===== src/rtl/rsp_prep_pkg.sv =====
// Shared constants and types for the s1 prep difference / integration stages.
// Combinational definitions only; no latency and no flow control.
package rsp_prep_pkg;

  localparam int LANE_W = 16;
  localparam int ACC_W  = 24;

  localparam logic [LANE_W-1:0] SAT_MAX = 16'h7FFF;
  localparam logic [LANE_W-1:0] SAT_MIN = 16'h8001;

  typedef logic signed [LANE_W-1:0] lane_t;
  typedef logic signed [ACC_W-1:0]  acc_t;

  localparam logic MODE_LAG1 = 1'b1;
  localparam logic MODE_LAG2 = 1'b0;

endpackage


===== src/rtl/rsp_sat_trunc.sv =====
// Symmetric saturator from IN_W to OUT_W: clamps to +/-(2^(OUT_W-1)-1), so the most negative code never appears.
// Purely combinational, zero latency, no backpressure.
module rsp_sat_trunc
  import rsp_prep_pkg::*;
#(
  parameter int IN_W  = ACC_W,
  parameter int OUT_W = LANE_W
) (
  input  logic signed [IN_W-1:0]  din,
  output logic signed [OUT_W-1:0] dout
);

  localparam logic signed [IN_W-1:0] HI = {{(IN_W-OUT_W+1){1'b0}}, {(OUT_W-1){1'b1}}};
  localparam logic signed [IN_W-1:0] LO = -HI;

  always_comb begin
    if (din > HI) begin
      dout = HI[OUT_W-1:0];
    end else if (din < LO) begin
      dout = LO[OUT_W-1:0];
    end else begin
      dout = din[OUT_W-1:0];
    end
  end

endmodule


===== src/rtl/rsp_s1_prep_integ.sv =====
// Rebuilds raw samples from lag-1/lag-2 difference bursts via a per-frame running sum, saturated to LANE width.
// Fixed 3-cycle latency (prefix, carry add, saturate); no backpressure, one beat accepted per cycle.
module rsp_s1_prep_integ
  import rsp_prep_pkg::*;
#(
  parameter int SAMPLE_WIDTH = 32,
  parameter int DATA_NUM     = 1024,
  parameter int BURST_LEN    = 8,
  parameter int ACC_WIDTH    = 24
) (
  input  logic                                      clk,
  input  logic                                      rst,
  input  logic                                      i_switch,
  input  logic [BURST_LEN-1:0][SAMPLE_WIDTH/2-1:0]  i_x0_data,
  input  logic                                      i_x0_valid,
  input  logic                                      i_x0_last,
  output logic [BURST_LEN-1:0][SAMPLE_WIDTH/2-1:0]  o_y0,
  output logic                                      o_y0_valid,
  output logic                                      o_y0_last
);

  localparam int LW    = SAMPLE_WIDTH / 2;
  localparam int BEATS = DATA_NUM / BURST_LEN;
  localparam int CW    = (BEATS > 1) ? $clog2(BEATS) : 1;
  localparam logic [CW-1:0] TERM = CW'(BEATS - 1);

  typedef logic [BURST_LEN-1:0][ACC_WIDTH-1:0] acc_vec_t;

  // Burst-local prefix sums; lag-2 keeps even and odd lanes on separate chains.
  function automatic acc_vec_t prefix(input logic [BURST_LEN-1:0][LW-1:0] d, input logic lag1);
    acc_vec_t             p;
    logic [ACC_WIDTH-1:0] e;
    p = '0;
    for (int k = 0; k < BURST_LEN; k++) begin
      e = {{(ACC_WIDTH-LW){d[k][LW-1]}}, d[k]};
      if (k == 0)       p[k] = e;
      else if (lag1)    p[k] = p[k-1] + e;
      else if (k == 1)  p[k] = e;
      else              p[k] = p[k-2] + e;
    end
    return p;
  endfunction

  logic [CW-1:0] beat_cnt;
  logic          mode_q;
  logic          first;
  logic          cur_mode;

  assign first    = (beat_cnt == '0);
  assign cur_mode = first ? i_switch : mode_q;

  always_ff @(posedge clk) begin
    if (rst) begin
      beat_cnt <= '0;
      mode_q   <= MODE_LAG2;
    end else if (i_x0_valid) begin
      if (first) mode_q <= i_switch;
      if (i_x0_last || beat_cnt == TERM) beat_cnt <= '0;
      else                               beat_cnt <= beat_cnt + 1'b1;
    end
  end

  // S1: register burst-local prefix sums with the frame context they need.
  logic     s1_vld, s1_last, s1_first, s1_mode;
  acc_vec_t s1_pre;

  always_ff @(posedge clk) begin
    if (rst) begin
      s1_vld   <= 1'b0;
      s1_last  <= 1'b0;
      s1_first <= 1'b0;
      s1_mode  <= MODE_LAG2;
      s1_pre   <= '0;
    end else begin
      s1_vld  <= i_x0_valid;
      s1_last <= i_x0_valid && i_x0_last;
      if (i_x0_valid) begin
        s1_pre   <= prefix(i_x0_data, cur_mode == MODE_LAG1);
        s1_first <= first;
        s1_mode  <= cur_mode;
      end
    end
  end

  // S2: add carries from the previous beat of the same frame.
  logic [ACC_WIDTH-1:0] carry1, carry_e, carry_o;
  acc_vec_t             s2_nxt, s2_sum;
  logic                 s2_vld, s2_last;

  always_comb begin
    logic [ACC_WIDTH-1:0] base;
    base   = '0;
    s2_nxt = '0;
    for (int k = 0; k < BURST_LEN; k++) begin
      if (s1_first)                base = '0;
      else if (s1_mode == MODE_LAG1) base = carry1;
      else if (k % 2 == 0)         base = carry_e;
      else                         base = carry_o;
      s2_nxt[k] = s1_pre[k] + base;
    end
  end

  always_ff @(posedge clk) begin
    if (rst) begin
      s2_vld  <= 1'b0;
      s2_last <= 1'b0;
      s2_sum  <= '0;
      carry1  <= '0;
      carry_e <= '0;
      carry_o <= '0;
    end else begin
      s2_vld  <= s1_vld;
      s2_last <= s1_last;
      if (s1_vld) begin
        s2_sum  <= s2_nxt;
        carry1  <= s2_nxt[BURST_LEN-1];
        carry_e <= s2_nxt[BURST_LEN-2];
        carry_o <= s2_nxt[BURST_LEN-1];
      end
    end
  end

  // S3: saturate each lane; output data holds across bubbles.
  logic [BURST_LEN-1:0][LW-1:0] sat_out;

  for (genvar g = 0; g < BURST_LEN; g++) begin : g_sat
    rsp_sat_trunc #(.IN_W(ACC_WIDTH), .OUT_W(LW)) u_sat (
      .din  (s2_sum[g]),
      .dout (sat_out[g])
    );
  end

  always_ff @(posedge clk) begin
    if (rst) begin
      o_y0       <= '0;
      o_y0_valid <= 1'b0;
      o_y0_last  <= 1'b0;
    end else begin
      o_y0_valid <= s2_vld;
      o_y0_last  <= s2_last;
      if (s2_vld) o_y0 <= sat_out;
    end
  end

endmodule


===== config.mk =====
export PLATFORM = sky130hd
export DESIGN_NAME = rsp_s1_prep_integ
export DESIGN_NICKNAME = d
export VERILOG_FILES = /design/src/rtl/rsp_prep_pkg.sv /design/src/rtl/rsp_sat_trunc.sv /design/src/rtl/rsp_s1_prep_integ.sv
export SDC_FILE = /design/constraint.sdc
export NUM_CORES = 2
export LEC_CHECK = 0
export BUFFER_PORTS_ARGS = -buffer_cell sky130_fd_sc_hd__buf_4
export CORE_MARGIN = 8
export CORE_UTILIZATION = 30
export DETAILED_ROUTE_END_ITERATION = 6
export PLACE_DENSITY = 0.47
export SYNTH_ARGS = -nofsm -noshare
export SYNTH_HDL_FRONTEND = slang
export SYNTH_HIERARCHICAL = 1
export SYNTH_SLANG_ARGS = --single-unit
export TNS_END_PERCENT = 1

===== constraint.sdc =====
create_clock -name clk -period 35.7 [get_ports clk]
set_clock_uncertainty 0.1 [all_clocks]
set_input_delay 1.785 -clock clk [delete_from_list [all_inputs] [get_ports clk]]
set_output_delay 1.785 -clock clk [all_outputs]
set_load 0.01 [all_outputs]

Yosys cells after proc, flatten, opt, wreduce, memory -nomap -nowiden. Index checks and enable logic that the tools add are counted.

$add $sub $neg: 22. Magnitude comparators: 16. Equal/unequal tests: 1. Multiplexer cells: 42. Reductions and logical operators: 3.

Operator list (number): 2-to-1 mux 24 bit (24); adder 24 bit (21); 2-to-1 mux 16 bit (16); > comparator 24 x 16 -> 1 bit, second input constant (8); less-than comparator 24 x 16 -> 1 bit, second input constant (8); adder 7 x 1 -> 7 bit, second input constant (1); == test 7 bit, second input constant (1); logical NOT 7 bit (1); 2-to-1 mux 7 bit (1); logical AND 1 bit (1); logical OR 1 bit (1); 2-to-1 mux 1 bit (1).

Register bits after elaboration: 527. Bits of input ports: 133. Output and inout bits: 130. Logic and storage cells: 117.

Logic depth before layout (Yosys ltp).
Depth after elaboration: 28. Gate-level depth with buffers: 66. Mapped depth without buffers: 63.

Cells and area by module. The synthesis kept the hierarchy.

Modules (own cells, without submodules): rsp_s1_prep_integ (times used 1, cells each 4312, area an instance 35252.6 µm²); rsp_sat_trunc at g_sat[0].u_sat ... (times used 7, cells each 62, area an instance 372.9 µm²); rsp_sat_trunc at g_sat[7].u_sat (times used 1, cells each 63, area an instance 431.7 µm²).

Worst setup path after synthesis. No wires, ideal clock.

Kind: input port to flip-flop. Start: in i_switch. End: reg s1_pre[191] (netlist bit). Library setup time: 62 ps. Arrival: 12071 ps. Setup slack: 23466 ps. Stages on the path: 62. Buffers on the path: 3. Cell sequence: mux2i_4 > clkbuf_1 > clkbuf_1 > buf_1 > nand2_1 > nand2_1 > ha_1 > fa_1 > a21o_1 > a21oi_1 > o21bai_1 > a21o_1 > a21oi_1 > inv_1 > a21oi_1 > xnor2_1 > nand2_1 > nand2_1 > (+26 left out) > a21oi_1 > nand3_1 > xnor2_1 > o21ai_0 > ha_1 > a21o_1 > a31oi_1 > xnor2_1 > mux2i_1 > o311ai_0 > ha_1 > nor2_1 > nor2_1 > o21a_1 > o22ai_1 > xor3_1 > or4_1 > nand3_1.

Longest elaborated chain between the ends: 26. Elaborated cells on any way between the ends: 31. Those cells by class: add/sub: 11; mux: 20.

Ends and longest elaborated chain: start, declared (line rsp_s1_prep_integ.sv:13) `input logic i_switch,`; 2-to-1 mux 1 bit *; 2-to-1 mux 24 bit (line rsp_s1_prep_integ.sv:37) `else if (lag1) p[k] = p[k-1] + e;`; 2-to-1 mux 24 bit (line rsp_s1_prep_integ.sv:77) `if (i_x0_valid) begin`; 2-to-1 mux 24 bit (line rsp_s1_prep_integ.sv:68) `if (rst) begin`; adder 24 bit (line rsp_s1_prep_integ.sv:37); 2-to-1 mux 24 bit (line rsp_s1_prep_integ.sv:37); 2-to-1 mux 24 bit (line rsp_s1_prep_integ.sv:77); 2-to-1 mux 24 bit (line rsp_s1_prep_integ.sv:68); (+10 left out); 2-to-1 mux 24 bit (line rsp_s1_prep_integ.sv:77); 2-to-1 mux 24 bit (line rsp_s1_prep_integ.sv:68); adder 24 bit (line rsp_s1_prep_integ.sv:37); 2-to-1 mux 24 bit (line rsp_s1_prep_integ.sv:37); 2-to-1 mux 24 bit (line rsp_s1_prep_integ.sv:77); 2-to-1 mux 24 bit (line rsp_s1_prep_integ.sv:68); adder 24 bit (line rsp_s1_prep_integ.sv:37); 2-to-1 mux 24 bit * (line rsp_s1_prep_integ.sv:37); end signal, assigned (line rsp_s1_prep_integ.sv:78) `s1_pre <= prefix(i_x0_data, cur_mode == MODE_LAG1);`; end, declared (line rsp_s1_prep_integ.sv:65) `acc_vec_t s1_pre;`.

Every way passes the cells marked *; elsewhere a longest branch is shown, timed or not. The select of a mux whose other input is x is not followed. A chain may end at the register's enable or synchronous reset.

Worst setup path after layout.
Start: in i_x0_data[0] (netlist bit). End: reg s1_pre[191] (netlist bit).

Longest elaborated chain between the ends: 28. Elaborated cells on any way between the ends: 34. Those cells by class: add/sub: 13; mux: 21.

Ends and longest elaborated chain: start, declared (line rsp_s1_prep_integ.sv:14) `input logic [BURST_LEN-1:0][SAMPLE_WIDTH/2-1:0] i_x0_data,`; 2-to-1 mux 24 bit * (line rsp_s1_prep_integ.sv:77); 2-to-1 mux 24 bit * (line rsp_s1_prep_integ.sv:68); adder 24 bit (line rsp_s1_prep_integ.sv:37); 2-to-1 mux 24 bit (line rsp_s1_prep_integ.sv:37); 2-to-1 mux 24 bit (line rsp_s1_prep_integ.sv:77); 2-to-1 mux 24 bit (line rsp_s1_prep_integ.sv:68); adder 24 bit (line rsp_s1_prep_integ.sv:37); 2-to-1 mux 24 bit (line rsp_s1_prep_integ.sv:37); (+12 left out); 2-to-1 mux 24 bit (line rsp_s1_prep_integ.sv:77); 2-to-1 mux 24 bit (line rsp_s1_prep_integ.sv:68); adder 24 bit (line rsp_s1_prep_integ.sv:37); 2-to-1 mux 24 bit (line rsp_s1_prep_integ.sv:37); 2-to-1 mux 24 bit (line rsp_s1_prep_integ.sv:77); 2-to-1 mux 24 bit (line rsp_s1_prep_integ.sv:68); adder 24 bit (line rsp_s1_prep_integ.sv:37); 2-to-1 mux 24 bit * (line rsp_s1_prep_integ.sv:37).

Marks and branches as above.

==> impl_metrics.env <==
export IMPL_top_layer_used="met5"
export IMPL_ys_warnings_count=6
export IMPL_dpl_hpwl_um=120400
export IMPL_final_common_cell="nor2_1"
export IMPL_ys_top_cells_by_area="dfxtp_1 (27%), ha_1 (12%), mux2i_1 (8.8%)"
export IMPL_synth_avg_cell_area_sq_um=7.963
export IMPL_tightest_slew_ns=1.109
export IMPL_dr_total_vias=35422
export IMPL_rsz0062_at_grt="no"
export IMPL_fin_crit_ns=13.51
export IMPL_fillers=13414
export IMPL_report_final_slew_viol_count=0
export IMPL_synth_top_area_share_pct=27.13
export IMPL_die_h_um=373.3
export IMPL_start_kind="input port"
export IMPL_yosys_register_bits=519
export IMPL_grt_overflow=0
export IMPL_port_buffers=262
export IMPL_max_freq_mhz=74.00
export IMPL_nets=5470
export IMPL_multi_input_area_sq_um=26490
export IMPL_cts_setup_buffers=0
export IMPL_grt_antenna_before_repair=14
export IMPL_viasPerCell=5.297
export IMPL_synth_edf_count=0
export IMPL_globalplace_congestion=0.9311
export IMPL_dieWidth_um=373.3
export IMPL_cts_buffers_inserted=67
export IMPL_clk_pin_slew_ns=0.06
export IMPL_clockRootBuffer="clkbuf_16"
export IMPL_route_met3_wl_um=10280
export IMPL_clk_path_buf_depth=3
export IMPL_core_area_sq_um=127200
export IMPL_fp_row_count=131
export IMPL_whs_ns=0.3363
export IMPL_placed_cells=6561
export IMPL_slowest_delay_ns=0.72
export IMPL_ant_nets=0
export IMPL_grt_pass1_vias=32588
export IMPL_synth_main_ff_cell="dfxtp_1"
export IMPL_required_ns=36.17
export IMPL_grt_start_max_net_pins=92
export IMPL_relSlewSlack_pct=25.89
export IMPL_fin_crit_sh_pct=37.85
export IMPL_io_pins=263
export IMPL_layout_common_cells="nor2_1 (649), dfxtp_1 (517), nand2_1 (431), ha_1 (354), mux2i_1 (338)"
export IMPL_crit_top_cell="ha_1"
export IMPL_setup_viol=0
export IMPL_grt_pass1_wl_um=224000
export IMPL_cts_resized=0
export IMPL_layout_cells_non_filler=6687
export IMPL_critPathSlowestCell="o311ai_0"
export IMPL_maxCapViolCount=0
export IMPL_die_area_sq_um=139300
export IMPL_max_vdd_ir_drop_mv=0.04506
export IMPL_cp_end_kind="register"
export IMPL_hold_path_class="reg -> reg"
export IMPL_leakage_nw=19.60
export IMPL_synth_async_sr_flop_share_pct=0
export IMPL_drt_pass1_iter_count=6
export IMPL_cp_max_fo=6
export IMPL_syn_to_final_growth_pct=15.71
export IMPL_post_synth_top_area_cell="dfxtp_1"
export IMPL_cts_hold_buf=0
export IMPL_status="finished, final reports clean"
export IMPL_synth_cells=4809
export IMPL_start_util_pct=30.11
export IMPL_path_class="in -> reg"
export IMPL_hold_violations=0
export IMPL_drive_gt1_share_pct=10.74
export IMPL_clock_sinks=519
export IMPL_cts_tree="yes"
export IMPL_wl_um=152900
export IMPL_synth_distinct_cells=97
export IMPL_met1_length_um=75060
export IMPL_drt_drc_violations_left=0
export IMPL_fin_setup_tns_ns=0
export IMPL_drt_iter0_markers=2991
export IMPL_track_usage_pct=20.86
export IMPL_synth_seq_area_share_pct=27.13
export IMPL_synth_area_sq_um=38290
export IMPL_wl_met2_um=62750
export IMPL_regArea_sq_um=10400
export IMPL_cp_arrival_ns=13.99
export IMPL_syn_nets=5311
export IMPL_detail_route_wl_per_cell_um=22.86
export IMPL_powerDensity_nw_per_um2=78.12
export IMPL_htree_num_levels=3
export IMPL_insertion_delay_ns=0.65
## stage by stage
stage / util (%) / worst slack, ns / power, W / instance area, sq um
3_5_place_dp: 32.92 / 21.62 / 0.002699 / 41870
4_1_cts: 34.83 / 22.27 / 0.003474 / 44300
6_report: 34.84 / 22.19 / 0.003462 / 44310
2_1_floorplan: - / 23.47 / 0.002116 / 38290
3_3_place_gp: 32.92 / 21.78 / 0.002696 / 41870
5_1_grt: 34.83 / 21.14 / 0.003709 / 44300
## final timing paths
check                                   from          end  slack (ns)  cells past startpoint
worst min register to register       s1_last      s2_last        0.34                      1
worst min-delay path                 s1_last      s2_last        0.34                      1
worst max register to register   beat_cnt[2]  s1_pre[191]       22.41                     61
worst max-delay path            i_x0_data[0]  s1_pre[191]       22.19                     60
## Yosys cell counts, drive strengths merged, types with 13 or more instances
cell type,instances
nor3,88
nand4,40
o21ai,237
nand2b,107
o211ai,16
nor4,47
a21o,119
o31ai,35
o21bai,37
xor2,97
a21oi,330
and2,13
and3,16
a31oi,36
or4,25
nand3,250
dfxtp,519
o21a,45
a21boi,28
ha,354
a211oi,69
and4,17
nor3b,14
or3,34
mux2i,339
clkbuf,164
fa,15
nor2b,74
inv,125
o22ai,16
nor2,651
or2,25
buf,67
xnor2,174
nand2,432
## critical path: cells and delay by family
kind            cells  cell delay [ns]
simple gates       19             2.75
xor+xnor            7             1.54
fa+ha+maj           8             2.64
compound gates     23             4.82
buf+inv             1             0.12
mux                 2             0.29
## cell type report
| cell class | count | share of cell area [%] |
|---|---|---|
| diodes | 5 | 0.02824 |
| clock buffers | 94 | 4.572 |
| clock inverters | 27 | 0.9121 |
| inverters | 126 | 1.070 |
| multi-input cells | 3933 | 59.79 |
| flip-flops and latches | 519 | 23.47 |
| well taps | 1662 | 4.693 |
| repair buffers | 321 | 5.470 |
## power by group
part | internal [W] | switching [W]
logic | 0.000766 | 0.00115
clock network | 0.000468 | 0.000286
registers | 0.000665 | 0.000126
## registers in the layout (all words and copies together), names as in the netlist, 7 cells and up
signal	cells
beat_cnt	7
o_y0	128
s1_pre	184
s2_sum	192
## layer usage
layer | global-route usage, % | vias up
met5 | 0 | -
met4 | 6.774 | 12
met3 | 3.880 | 186
met2 | 30.65 | 1011
met1 | 30.44 | 16666
li1 | - | 17547
## cell families after synthesis
family / Yosys count / share of synthesized area, %
adders and majority gates: 369 / 12.35
xor gates and xnor gates: 274 / 6.440
AOI/OAI and AO/OA: 1089 / 18.47
buffers and inverters: 357 / 3.715
and+or+nand+nor: 1859 / 22.90
muxes: 342 / 8.992
DFF: 519 / 27.13
No activity file was read; power rests on OpenSTA's default activity.
